==> src/rtl/tx_conn_resolver.sv <==
// Transmit connection resolver: turns a (connectionId, length) request into a
// full UDP/IP/MAC header descriptor via a reverse lookup in the connection manager.
module tx_conn_resolver #(
    parameter int WAYS    = 4,
    parameter int MAX_LEN = 1472,
    localparam int CONN_ID_WIDTH = 16 + $clog2(WAYS)
) (
    input  logic                     s00_axis_aclk,
    input  logic                     s00_axis_aresetn,

    input  logic                     s00_axis_req_valid,
    output logic                     s00_axis_req_ready,
    input  logic [CONN_ID_WIDTH-1:0] s00_axis_req_connectionId,
    input  logic [15:0]              s00_axis_req_length,

    output logic                     m00_axis_rv_lookup_valid,
    input  logic                     m00_axis_rv_lookup_ready,
    output logic [CONN_ID_WIDTH-1:0] m00_axis_rv_lookup_connectionId,

    input  logic                     s01_axis_rv_lookup_valid,
    output logic                     s01_axis_rv_lookup_ready,
    input  logic                     s01_axis_rv_lookup_hit,
    input  logic [47:0]              s01_axis_rv_lookup_macAddr,
    input  logic [15:0]              s01_axis_rv_lookup_udpPort,
    input  logic [31:0]              s01_axis_rv_lookup_ipAddr,

    output logic                     m01_axis_hdr_valid,
    input  logic                     m01_axis_hdr_ready,
    output logic [47:0]              m01_axis_hdr_macAddr,
    output logic [31:0]              m01_axis_hdr_ipAddr,
    output logic [15:0]              m01_axis_hdr_udpPort,
    output logic [15:0]              m01_axis_hdr_length,
    output logic [CONN_ID_WIDTH-1:0] m01_axis_hdr_connectionId,

    output logic                     drop_pulse,
    output logic [15:0]              drop_count
);

    localparam logic [1:0] IDLE     = 2'd0;
    localparam logic [1:0] LOOKUP   = 2'd1;
    localparam logic [1:0] WAIT_RSP = 2'd2;
    localparam logic [1:0] EMIT     = 2'd3;

    localparam logic [15:0] MAX_LEN_W = 16'(MAX_LEN);

    logic [1:0]               state_q;
    logic [1:0]               state_d;
    logic                     req_ready_q;
    logic                     drop;
    logic                     req_hs;
    logic                     rsp_hs;
    logic                     len_ok;
    logic [CONN_ID_WIDTH-1:0] conn_id_q;
    logic [15:0]              length_q;
    logic [47:0]              mac_q;
    logic [31:0]              ip_q;
    logic [15:0]              port_q;

    assign req_hs = s00_axis_req_valid & req_ready_q;
    assign rsp_hs = s01_axis_rv_lookup_valid & (state_q == WAIT_RSP);
    assign len_ok = (s00_axis_req_length != 16'd0) &&
                    (s00_axis_req_length <= MAX_LEN_W);

    always_comb begin
        state_d = state_q;
        drop    = 1'b0;
        unique case (state_q)
            IDLE: begin
                if (req_hs) begin
                    if (len_ok) state_d = LOOKUP;
                    else        drop    = 1'b1;
                end
            end
            LOOKUP: begin
                if (m00_axis_rv_lookup_ready) state_d = WAIT_RSP;
            end
            WAIT_RSP: begin
                if (rsp_hs) begin
                    if (s01_axis_rv_lookup_hit) begin
                        state_d = EMIT;
                    end else begin
                        state_d = IDLE;
                        drop    = 1'b1;
                    end
                end
            end
            EMIT: begin
                if (m01_axis_hdr_ready) state_d = IDLE;
            end
            default: state_d = IDLE;
        endcase
    end

    // Ready is registered off the next state so it is 0 throughout reset
    always_ff @(posedge s00_axis_aclk or negedge s00_axis_aresetn) begin
        if (!s00_axis_aresetn) begin
            state_q     <= IDLE;
            req_ready_q <= 1'b0;
            drop_pulse  <= 1'b0;
            drop_count  <= 16'd0;
        end else begin
            state_q     <= state_d;
            req_ready_q <= (state_d == IDLE);
            drop_pulse  <= drop;
            if (drop && drop_count != 16'hFFFF)
                drop_count <= drop_count + 16'd1;
        end
    end

    always_ff @(posedge s00_axis_aclk or negedge s00_axis_aresetn) begin
        if (!s00_axis_aresetn) begin
            conn_id_q <= '0;
            length_q  <= 16'd0;
            mac_q     <= 48'd0;
            ip_q      <= 32'd0;
            port_q    <= 16'd0;
        end else begin
            if (state_q == IDLE && req_hs && len_ok) begin
                conn_id_q <= s00_axis_req_connectionId;
                length_q  <= s00_axis_req_length;
            end
            if (rsp_hs && s01_axis_rv_lookup_hit) begin
                mac_q  <= s01_axis_rv_lookup_macAddr;
                ip_q   <= s01_axis_rv_lookup_ipAddr;
                port_q <= s01_axis_rv_lookup_udpPort;
            end
        end
    end

    assign s00_axis_req_ready              = req_ready_q;
    assign m00_axis_rv_lookup_valid        = (state_q == LOOKUP);
    assign m00_axis_rv_lookup_connectionId = conn_id_q;
    assign s01_axis_rv_lookup_ready        = (state_q == WAIT_RSP);
    assign m01_axis_hdr_valid              = (state_q == EMIT);
    assign m01_axis_hdr_macAddr            = mac_q;
    assign m01_axis_hdr_ipAddr             = ip_q;
    assign m01_axis_hdr_udpPort            = port_q;
    assign m01_axis_hdr_length             = length_q;
    assign m01_axis_hdr_connectionId       = conn_id_q;

endmodule

==> config.mk <==
export PLATFORM = sky130hd
export DESIGN_NAME = tx_conn_resolver
export DESIGN_NICKNAME = d
export VERILOG_FILES = /design/src/rtl/tx_conn_resolver.sv
export SDC_FILE = /design/constraint.sdc
export NUM_CORES = 1
export LEC_CHECK = 0
export BUFFER_PORTS_ARGS = -buffer_cell sky130_fd_sc_hd__buf_2
export CORE_MARGIN = 5
export CORE_UTILIZATION = 35
export CTS_CLUSTER_SIZE = 20
export DETAILED_ROUTE_END_ITERATION = 16
export GPL_ROUTABILITY_DRIVEN = 0
export MAX_ROUTING_LAYER = met4
export SYNTH_ARGS = -nofsm -noshare
export SYNTH_HDL_FRONTEND = slang
export SYNTH_SLANG_ARGS = --single-unit
==> constraint.sdc <==
create_clock -name s00_axis_aclk -period 3.72 [get_ports s00_axis_aclk]
set_input_delay 0.372 -clock s00_axis_aclk [delete_from_list [all_inputs] [get_ports s00_axis_aclk]]
set_output_delay 0.372 -clock s00_axis_aclk [all_outputs]
set_load 0.1 [all_outputs]
==> results.rst <==
.. list-table::
   :header-rows: 1

   * - Metric
     - Value
   * - Global-route wire length before repair
     - 23,900 um
   * - Wire per inst
     - ~16 um
   * - Starting density of the core
     - 35.3%
   * - Number of clock buffers inserted by TritonCTS
     - 17
   * - Total via count in the routed design
     - between 4,000 and 5,000
   * - Primary FF master, synth
     - sky130_fd_sc_hd__dfrtp_1
   * - Data arrival time of the critical path
     - 2680 ps
   * - Number of max-cap violations
     - 0
   * - Number of failing setup endpoints in the final timing report
     - 0
   * - Detailed-routing iteration count for the pre-antenna-repair pass
     - 4
   * - Worst relative slew slack
     - 36.7%
   * - Most frequent cell after synthesis
     - sky130_fd_sc_hd__dfrtp_1
   * - Global-route usage over all layers
     - 15.3%
   * - Worst setup path class
     - register to register
   * - Final Routed Wirelength
     - roughly 15,000 um
   * - Via count of the first global-routing pass
     - approximately 4,800
   * - Final clock skew
     - 7.98 ps
   * - H-Tree Level Count
     - 4
   * - Capturing element type of the critical path
     - register
   * - Required time of the critical path
     - about 4000 ps
   * - Gate count after technology mapping
     - between 300 and 400
   * - Quantity of gates resized following cts
     - 0
   * - Ratio of final minimum period to clock period
     - 64.1%
   * - Number of placed instances, taps included
     - between 800 and 900
   * - Total global routing overflow
     - 0
   * - # DRC
     - 0
   * - Post-Layout Cell Count
     - around 930
   * - Count of flip-flops with a built-in enable after synthesis
     - 0
   * - Part of the Yosys area used for sequential elements
     - between 60% and 70%
   * - Die outline width
     - about 140 um
   * - Clock input transition at the sequential cells of the worst setup and hold paths
     - about 60 ps
   * - Synth warnings
     - 0
   * - Post-Syn Area
     - 6040 um^2
   * - Timing-limited maximum frequency
     - ~420 MHz
   * - Buffers on Ports
     - 305
   * - Pins Over Slew Limit
     - 0
   * - Total Die Area
     - 20,000 um^2
   * - Setup Buffers After CTS
     - 0
   * - TritonCTS clock tree
     - done
   * - Maximum number of buffers from clock root to sink
     - 2
   * - Clock latency reported for the late side of the worst-skew pair
     - 400 ps
   * - Hold/Removal Path Class
     - input port to asynchronous set/reset pin
   * - RSZ-0062 raised after global routing
     - false
   * - Row count
     - 48
   * - Number of nets with antenna violations after routing
     - 0
   * - DR iter-0 viols
     - 103
   * - Fraction of synthesized cell area taken by the top area cell type
     - 62.1%
   * - Mean instance size in the synthesized netlist
     - 15.3 um^2
   * - Syn nets
     - 534
   * - Total half-perimeter wirelength after legalization and detailed placement
     - 11,500 um
   * - Post-layout net count
     - between 800 and 900
   * - Flop and latch count out of synthesis
     - 150
   * - Fraction of layout cells with a size suffix above 1
     - 66.5%
   * - Total negative slack
     - 0 ps
   * - Run status
     - finished, final reports clean
   * - Cell accounting for the most synthesized area
     - sky130_fd_sc_hd__dfrtp_1
   * - Clk sinks
     - 150
   * - Vertical die dimension
     - between 100 and 150 um
   * - Layout area overhead
     - 36.2%
   * - Clock root buffer
     - sky130_fd_sc_hd__clkbuf_16
   * - Cells taking the most area after synthesis
     - sky130_fd_sc_hd__dfrtp_1, sky130_fd_sc_hd__mux2_2, sky130_fd_sc_hd__buf_4
   * - Post-synth ARST share
     - 100%
   * - Min Clock Period, post-route
     - ~2400 ps
   * - Number of different library cells in the post-synthesis netlist
     - 34
   * - Slew at the pin closest to its max-slew limit
     - between 900 and 1000 ps
   * - Number of placed I/O pins
     - a little over 300
   * - Number of buffers inserted by hold repair at cts
     - 0
   * - Post-synth top cells
     - sky130_fd_sc_hd__dfrtp_1, sky130_fd_sc_hd__mux2_2, sky130_fd_sc_hd__buf_4
   * - Core outline area
     - 17,100 um^2
   * - Pin count of the biggest net entering global routing
     - 92
   * - Critical path launch point type
     - register
   * - Initial antenna violation count
     - 1
   * - Via density per instance
     - 4.63
   * - Final hold violations
     - 0
   * - Worst Path Max Fanout
     - 14
registers in the layout (all words and copies together), names as in the netlist:
register,flops
s00_axis_req_ready,1
m01_axis_hdr_ipAddr,32
m01_axis_hdr_length,16
m01_axis_hdr_macAddr,48
drop_pulse,1
m01_axis_hdr_udpPort,16
drop_count,16
state_q,2
m00_axis_rv_lookup_connectionId,18
kinds of logic (layout without fill, tap and decap cells):
kind of cell             after synthesis  in the layout  share of synthesized area [%]
adder cells (fa/ha/maj)                1              1                          0.207
XOR/XNOR                              14             14                           2.03
multiplexers                         127            127                           23.7
AO/OA/AOI/OAI                         23             23                           3.27
buffers and inverters                 36            342                           4.04
other                                  0              1                              0
AND/OR/NAND/NOR                       45             45                           4.66
flip-flops                           150            150                           62.1
critical path, stage by stage, from the launching register on:
cell and delay (ps):
sky130_fd_sc_hd__dfrtp_1 460, sky130_fd_sc_hd__and4bb_2 410, sky130_fd_sc_hd__o21ai_1 120, sky130_fd_sc_hd__a21oi_1 770
sky130_fd_sc_hd__nor2_1 200, sky130_fd_sc_hd__mux2_2 320
routing by layer:
layer	share of wire (%)	wire, um	vias to the layer above	global-route usage (%)
li1	-	-	1982	-
met1	39	5870	2094	17.3
met2	51	7620	196	25.5
met3	7.5	1130	27	4.28
met4	2.5	382	0	6.67
met5	0	0	-	-
area by class of cell:
cell class,instances,area (um^2)
Fill cell,1591,8890
Clock buffer,22,454
Tap cell,225,282
Clock inverter,9,104
Antenna cell,1,2.50
Multi-Input combinational cell,210,2050
Timing Repair Buffer,309,1580
Sequential cell,150,3750
Inverter,2,7.51
through the flow:
step | area (um^2) | hold slack, ps | utilization [%] | setup WS (ps)
after floorplan | 6040 | 76.4 | - | 553
after global placement | 7670 | 475 | 44.8 | 1250
after CTS | 8230 | 51.6 | 48.1 | 1360
final | 8230 | 22.2 | 48.1 | 1340
after detailed placement | 7670 | 473 | 44.8 | 1120
after global routing | 8230 | 98.1 | 48.1 | 1220
worst paths after layout:
kind	startpoint	to	slack, ps	cells past startpoint
max in group asynchronous	s00_axis_aresetn	m01_axis_hdr_ipAddr[7]	2710	2
max	state_q[1]	drop_count[1]	1340	5
min in group s00_axis_aclk	s00_axis_req_connectionId[8]	m00_axis_rv_lookup_connectionId[8]	180	2
min reg2reg	m01_axis_hdr_length[13]	m01_axis_hdr_length[13]	480	1
min	s00_axis_aresetn	drop_count[10]	20	1
max reg2reg	state_q[1]	drop_count[1]	1340	5
cells in the final DEF (no fill, tap or decap), types with 3 or more instances in the layout:
cell                        netlist  final
sky130_fd_sc_hd__buf_2           12    304
sky130_fd_sc_hd__clkinv_2         0      4
sky130_fd_sc_hd__o211ai_1         3      3
sky130_fd_sc_hd__nand4_1          3      3
sky130_fd_sc_hd__clkbuf_16        0     17
sky130_fd_sc_hd__nor2_1           8      8
sky130_fd_sc_hd__buf_4           19      3
sky130_fd_sc_hd__o2111ai_1        5      5
sky130_fd_sc_hd__and2_1           7      7
sky130_fd_sc_hd__mux2_1           4      4
sky130_fd_sc_hd__xnor2_1         14     14
sky130_fd_sc_hd__nor2b_1          3      3
sky130_fd_sc_hd__mux2_2         123    123
sky130_fd_sc_hd__clkbuf_1         0      4
sky130_fd_sc_hd__o21ai_0          5      5
sky130_fd_sc_hd__nand2_1          6      6
sky130_fd_sc_hd__dfrtp_1        150    150
Power is not shown: default switching activity piles up to over one toggle a cycle in this logic, so the estimate is an artifact.
